`src/rtl/fpaddsub_norm_shift_seq.sv`:
```
// Multi-pass normalization sequencer: drives an external 0..15-bit left shifter
// until the mantissa MSB is set, the mantissa is zero, or the exponent floor is reached.
module fpaddsub_norm_shift_seq #(
    parameter int DWIDTH   = 32,
    parameter int EWIDTH   = 8,
    parameter int MAX_PASS = 15
) (
    input  logic              clk,
    input  logic              rst,
    input  logic              in_valid,
    output logic              in_ready,
    input  logic [DWIDTH:0]   in_mant,
    input  logic [EWIDTH-1:0] in_exp,
    output logic [DWIDTH:0]   sh_mant,
    output logic [3:0]        sh_amt,
    input  logic [DWIDTH:0]   sh_res,
    output logic              out_valid,
    input  logic              out_ready,
    output logic [DWIDTH:0]   out_mant,
    output logic [EWIDTH-1:0] out_exp,
    output logic [5:0]        out_shift,
    output logic              out_zero,
    output logic              out_denorm,
    output logic              busy
);

    localparam int MW  = DWIDTH + 1;
    localparam int LZW = $clog2(DWIDTH + 2);
    localparam int CW  = LZW + EWIDTH + 4;

    typedef enum logic [1:0] {
        IDLE  = 2'd0,
        EVAL  = 2'd1,
        SHIFT = 2'd2,
        DONE  = 2'd3
    } state_t;

    state_t              state_reg, state_next;
    logic [DWIDTH:0]     mant_reg, mant_next;
    logic [EWIDTH-1:0]   exp_reg, exp_next;
    logic [5:0]          tot_reg, tot_next;
    logic [3:0]          amt_reg, amt_next;
    logic [DWIDTH:0]     sh_mant_reg, sh_mant_next;
    logic [3:0]          sh_amt_reg, sh_amt_next;
    logic                zero_reg, zero_next;
    logic                denorm_reg, denorm_next;

    logic [LZW-1:0]      lz_c;
    logic [CW-1:0]       exp_lim_c;
    logic [CW-1:0]       amt_lim_c;
    logic [3:0]          amt_c;

    // Leading-zero count: the highest set bit wins since it is visited last.
    always_comb begin
        lz_c = LZW'(MW);
        for (int i = 0; i < MW; i++) begin
            if (mant_reg[i]) begin
                lz_c = LZW'(DWIDTH - i);
            end
        end
    end

    // Pass amount limited by the shifter range and by keeping exp >= 1.
    always_comb begin
        exp_lim_c = (exp_reg != '0) ? (CW'(exp_reg) - CW'(1)) : '0;
        amt_lim_c = CW'(MAX_PASS);
        if (CW'(lz_c) < amt_lim_c) begin
            amt_lim_c = CW'(lz_c);
        end
        if (exp_lim_c < amt_lim_c) begin
            amt_lim_c = exp_lim_c;
        end
        amt_c = amt_lim_c[3:0];
    end

    always_comb begin
        state_next   = state_reg;
        mant_next    = mant_reg;
        exp_next     = exp_reg;
        tot_next     = tot_reg;
        amt_next     = amt_reg;
        sh_mant_next = sh_mant_reg;
        sh_amt_next  = sh_amt_reg;
        zero_next    = zero_reg;
        denorm_next  = denorm_reg;

        case (state_reg)
            IDLE: begin
                sh_amt_next = '0;
                if (in_valid) begin
                    mant_next  = in_mant;
                    exp_next   = in_exp;
                    tot_next   = '0;
                    state_next = EVAL;
                end
            end
            EVAL: begin
                if (mant_reg == '0) begin
                    exp_next   = '0;
                    zero_next  = 1'b1;
                    state_next = DONE;
                end else if (lz_c == '0) begin
                    state_next = DONE;
                end else if (amt_c == '0) begin
                    denorm_next = 1'b1;
                    state_next  = DONE;
                end else begin
                    amt_next     = amt_c;
                    sh_mant_next = mant_reg;
                    sh_amt_next  = amt_c;
                    state_next   = SHIFT;
                end
            end
            SHIFT: begin
                mant_next   = sh_res;
                exp_next    = exp_reg - EWIDTH'(amt_reg);
                tot_next    = tot_reg + 6'(amt_reg);
                sh_amt_next = '0;
                state_next  = EVAL;
            end
            DONE: begin
                if (out_ready) begin
                    zero_next   = 1'b0;
                    denorm_next = 1'b0;
                    state_next  = IDLE;
                end
            end
            default: state_next = IDLE;
        endcase
    end

    always_ff @(posedge clk or negedge rst) begin
        if (!rst) begin
            state_reg   <= IDLE;
            mant_reg    <= '0;
            exp_reg     <= '0;
            tot_reg     <= '0;
            amt_reg     <= '0;
            sh_mant_reg <= '0;
            sh_amt_reg  <= '0;
            zero_reg    <= 1'b0;
            denorm_reg  <= 1'b0;
        end else begin
            state_reg   <= state_next;
            mant_reg    <= mant_next;
            exp_reg     <= exp_next;
            tot_reg     <= tot_next;
            amt_reg     <= amt_next;
            sh_mant_reg <= sh_mant_next;
            sh_amt_reg  <= sh_amt_next;
            zero_reg    <= zero_next;
            denorm_reg  <= denorm_next;
        end
    end

    // in_ready is gated by reset so every output reads 0 while reset is held.
    assign in_ready   = (state_reg == IDLE) && rst;
    assign busy       = (state_reg != IDLE);
    assign out_valid  = (state_reg == DONE);
    assign sh_mant    = sh_mant_reg;
    assign sh_amt     = sh_amt_reg;
    assign out_mant   = mant_reg;
    assign out_exp    = exp_reg;
    assign out_shift  = tot_reg;
    assign out_zero   = zero_reg;
    assign out_denorm = denorm_reg;

endmodule
```
`config.mk`:
```
export PLATFORM = sky130hd
export DESIGN_NAME = fpaddsub_norm_shift_seq
export DESIGN_NICKNAME = d
export VERILOG_FILES = /design/src/rtl/fpaddsub_norm_shift_seq.sv
export SDC_FILE = /design/constraint.sdc
export NUM_CORES = 1
export LEC_CHECK = 0
export CORE_MARGIN = 8
export CORE_UTILIZATION = 30
export CTS_CLUSTER_SIZE = 30
export DETAILED_ROUTE_END_ITERATION = 10
export GPL_TIMING_DRIVEN = 0
export PLACE_DENSITY = 0.62
export SYNTH_ARGS = -nofsm -noshare
export SYNTH_HDL_FRONTEND = slang
export SYNTH_SLANG_ARGS = --single-unit
```
`constraint.sdc`:
```
create_clock -name clk -period 4.64 [get_ports clk]
set_clock_uncertainty 0.1 [all_clocks]
set_input_delay 0.928 -clock clk [delete_from_list [all_inputs] [get_ports clk]]
set_output_delay 0.928 -clock clk [all_outputs]
set_load 0.1 [all_outputs]
```
==> metrics.csv, run 1 <==
metric;value;unit
critical path required time;4.77;ns
number of global-route vias before repair;4974;
fraction of final layout cells sized beyond drive strength 1;9.66;%
Detailed Route Iter0 Violations;246;
Initial Utilization;30.2;%
HPWL Detailed;13.7;mm
synthesized-area fraction occupied by ao, oa, aoi and oai cells;17.8;%
max-cap violations;0;
synthesized area divided by synthesized cell count;9.75;sq um
Yosys warning count;0;
normalized max-slew margin;28.1;%
Via density;5.17;
buffers and inverters on the worst path;4;
unrepaired setup endpoints after global routing;no;
number of I/O port buffers;166;
prevailing post-synth register cell;dfrtp_1;
Synth top area share;44.8;%
run status;complete, no violations;
first-pass GRT wire length;27.8;mm
register area share after synthesis;44.8;%
top cell type by total area after synthesis;dfrtp_1;
Clk Tree Root Cell;clkbuf_16;
TritonCTS clock tree;yes;
final number of hold-violating endpoints;0;
share of synthesized area spent on multiplexers;9.74;%
pin count of the biggest net entering global routing;61;
signed area change from the synthesized netlist to the final layout;45.6;%
Max Clock Freq;231;MHz
Total Routed Length;17.6;mm
top-level I/O count;167;
simple-gate share of the synthesized area;17.2;%
number of buffers inserted during clock tree synthesis;9;
Slowest Stage Delay on Critical Path;0.45;ns
Antenna Nets Post-Route;0;
total core area;17000;sq um
class of the most critical hold timing path;reg2reg;
number of hold buffers added after CTS;0;
synthesized net count;625;
Placed Area;7110;sq um
Worst path top cell family by delay;compound AO/OA/AOI/OAI gates;
count of TritonRoute iterations in the first routing pass;5;
Placer Congestion;0.824;
die boundary height;147;microns
Worst EP arrival;4.45;ns
die width;147;microns
xor-xnor portion of the synthesized cell area;1.19;%
cell types with the highest counts after synthesis;93 x nor2_1, 92 x dfrtp_1, 33 x o22ai_1;
critical path, cell by cell;inv_1 > ha_1 > nor3b_1 > nor3b_4 > nor2_1 > ha_1 > a21o_1 > a211oi_1 > o31ai_1 > a311oi_2 > o211ai_1 > and3_1 > buf_6 > a21oi_4 > buf_12 > buf_6 > mux2_1;
later-pin clock latency in the skew report;0.35;ns
top fanout value on the critical path;10;
Die Area;21600;sq um
number of diodes added for antenna fixing;0;
cells taking the most area after synthesis;dfrtp_1 45%, nor2_1 6.8%, mux2_4 5.8%, ha_1 4.4%, o22ai_1 4.0%;
fraction of registers with async set or reset after synthesis;100;%
main combinational cell family by area after synthesis;compound AO/OA/AOI/OAI gates;
crit path time final;4.32;ns
number of synthesized flops with an enable pin;0;
number of H-tree branching levels;3;
average wire per standard cell;18.7;microns
distinct cell type count of the synthesized netlist;64;
cell with the largest stage delay on the worst path;dfrtp_1;
GRT overflow;0;
WHS;0.390;ns
number of rows created at floorplan;48;
clock sinks;92;
final non-filler cell area;7480;sq um
Post-Synth Adder-Cell Area;5.16;%
final period utilization;93.1;%
Worst Path Class, Setup;reg2reg;
number of antenna violations at the first check in global routing;0;
count of mapped cells out of synthesis;527;
Crit. End Element;register;
endpoints failing setup;0;
most frequent cell after synthesis;nor2_1;
Worst Max-Slew Pin Slew;1.08;ns
via total after detailed routing;4852;
post-detailed-route DRC marker count;0;
FF+latch count, synth;92;
area of the mapped netlist;5140;sq um
Nets;807;
clock transition at the registers of the reported paths;0.06;ns
clock tree buffer depth;2;
kind of launch point of the worst setup path;register;
Max Transition Viols Final;0;
overall fraction of global-route tracks in use;16.3;%
[cells in the final DEF (no fill, tap or decap), types with 3 or more instances in the layout]
cell type	count
a211o_1	3
a211oi_1	3
a21o_1	5
a21oi_1	24
a31oi_1	4
and2_1	3
and3_1	4
buf_4	4
clkbuf_1	18
clkbuf_16	9
clkdlybuf4s50_1	165
dfrtp_1	92
ha_1	18
inv_1	24
mux2_1	5
mux2_2	11
mux2_4	20
nand2_1	19
nand2b_1	4
nand3_1	11
nor2_1	93
nor2b_1	8
nor3_1	10
nor4_1	12
o21ai_0	31
o22ai_1	33
o31ai_1	5
or2_2	5
or3_1	4
xnor2_1	5
[repair_timing]
| action | CTS | global route |
|---|---|---|
| hold endpoints to repair | 0 | 0 |
| setup endpoints to repair | 25 | 32 |
| gates resized for setup | 0 | 1 |
| setup buffers | 3 | 1 |
| pin swaps | 1 | 0 |
[per-layer routing]
metal	track usage (%)	wire length (microns)
met4	6.80	377
met1	19.9	7600
met2	26.8	8570
met3	4.28	1050
met5	0	0
[worst reg2reg max path, delay by kind of cell, from the launching register on]
kind	cells	cell delay [ns]
buffers and inverters	4	0.56
adders and majority gates	2	0.53
and+or+nand+nor	4	0.92
AOI/OAI and AO/OA	6	1.30
muxes	1	0.34
DFF	1	0.45
[final cells by class]
type,instances,area (sq um)
Multi-Input combinational cell,390,2640
Clock buffer,11,243
Timing Repair Buffer,171,1730
Inverter,24,90.1
Tap cell,225,282
Fill cell,1598,9520
Sequential cell,92,2300
Clock inverter,5,82.6
Buffer,21,116
[stage by stage]
step                utilization (%)  setup WS (ns)  TNS, ns  instances
finish                         44.0          0.319        0        939
global route                   44.0         0.0288        0        939
CTS                            43.9          0.202        0        938
detailed placement             41.8        -0.0174  -0.0622        919
global placement               41.7          -2.45   -90.32        918
floorplan                         -          0.101        0        527
[cell families (layout without fill, tap and decap cells)]
family                   Yosys count  count (layout)
multiplexers                      38              38
XOR/XNOR                           7               7
AND/OR/NAND/NOR                  185             185
buffers and inverters             45             232
other                              1               1
AO/OA/AOI/OAI                    139             139
adder cells (fa/ha/maj)           20              20
flip-flops                        92              92
[final timing paths]
path                               endpoint  slack, ns  depth (start not counted)   startpoint
worst max-delay path            sh_mant[28]       0.32                         17   out_exp[0]
worst min-delay path            sh_mant[30]       0.39                          1  sh_mant[30]
worst max register to register  sh_mant[28]       0.32                         17   out_exp[0]
worst min register to register  sh_mant[30]       0.39                          1  sh_mant[30]
max in group asynchronous        out_exp[5]       3.35                          2          rst
min in group asynchronous       out_mant[6]       0.42                          1          rst
Power of run 1 is not shown: default switching activity piles up to over one toggle a cycle in this logic, so the estimate is an artifact.
==> run 2: changes to the inputs <==
--- a/config.mk
+++ b/config.mk
@@ -7,7 +7,7 @@
 export LEC_CHECK = 0
 export CORE_MARGIN = 8
 export CORE_UTILIZATION = 30
-export CTS_CLUSTER_SIZE = 30
+export CTS_CLUSTER_SIZE = 28
 export DETAILED_ROUTE_END_ITERATION = 10
 export GPL_TIMING_DRIVEN = 0
 export PLACE_DENSITY = 0.62
==> results of run 2 <==
No change in the layout: final DEF, timing and power equal those of run 1.
Power of run 2 is left out for the same reason.
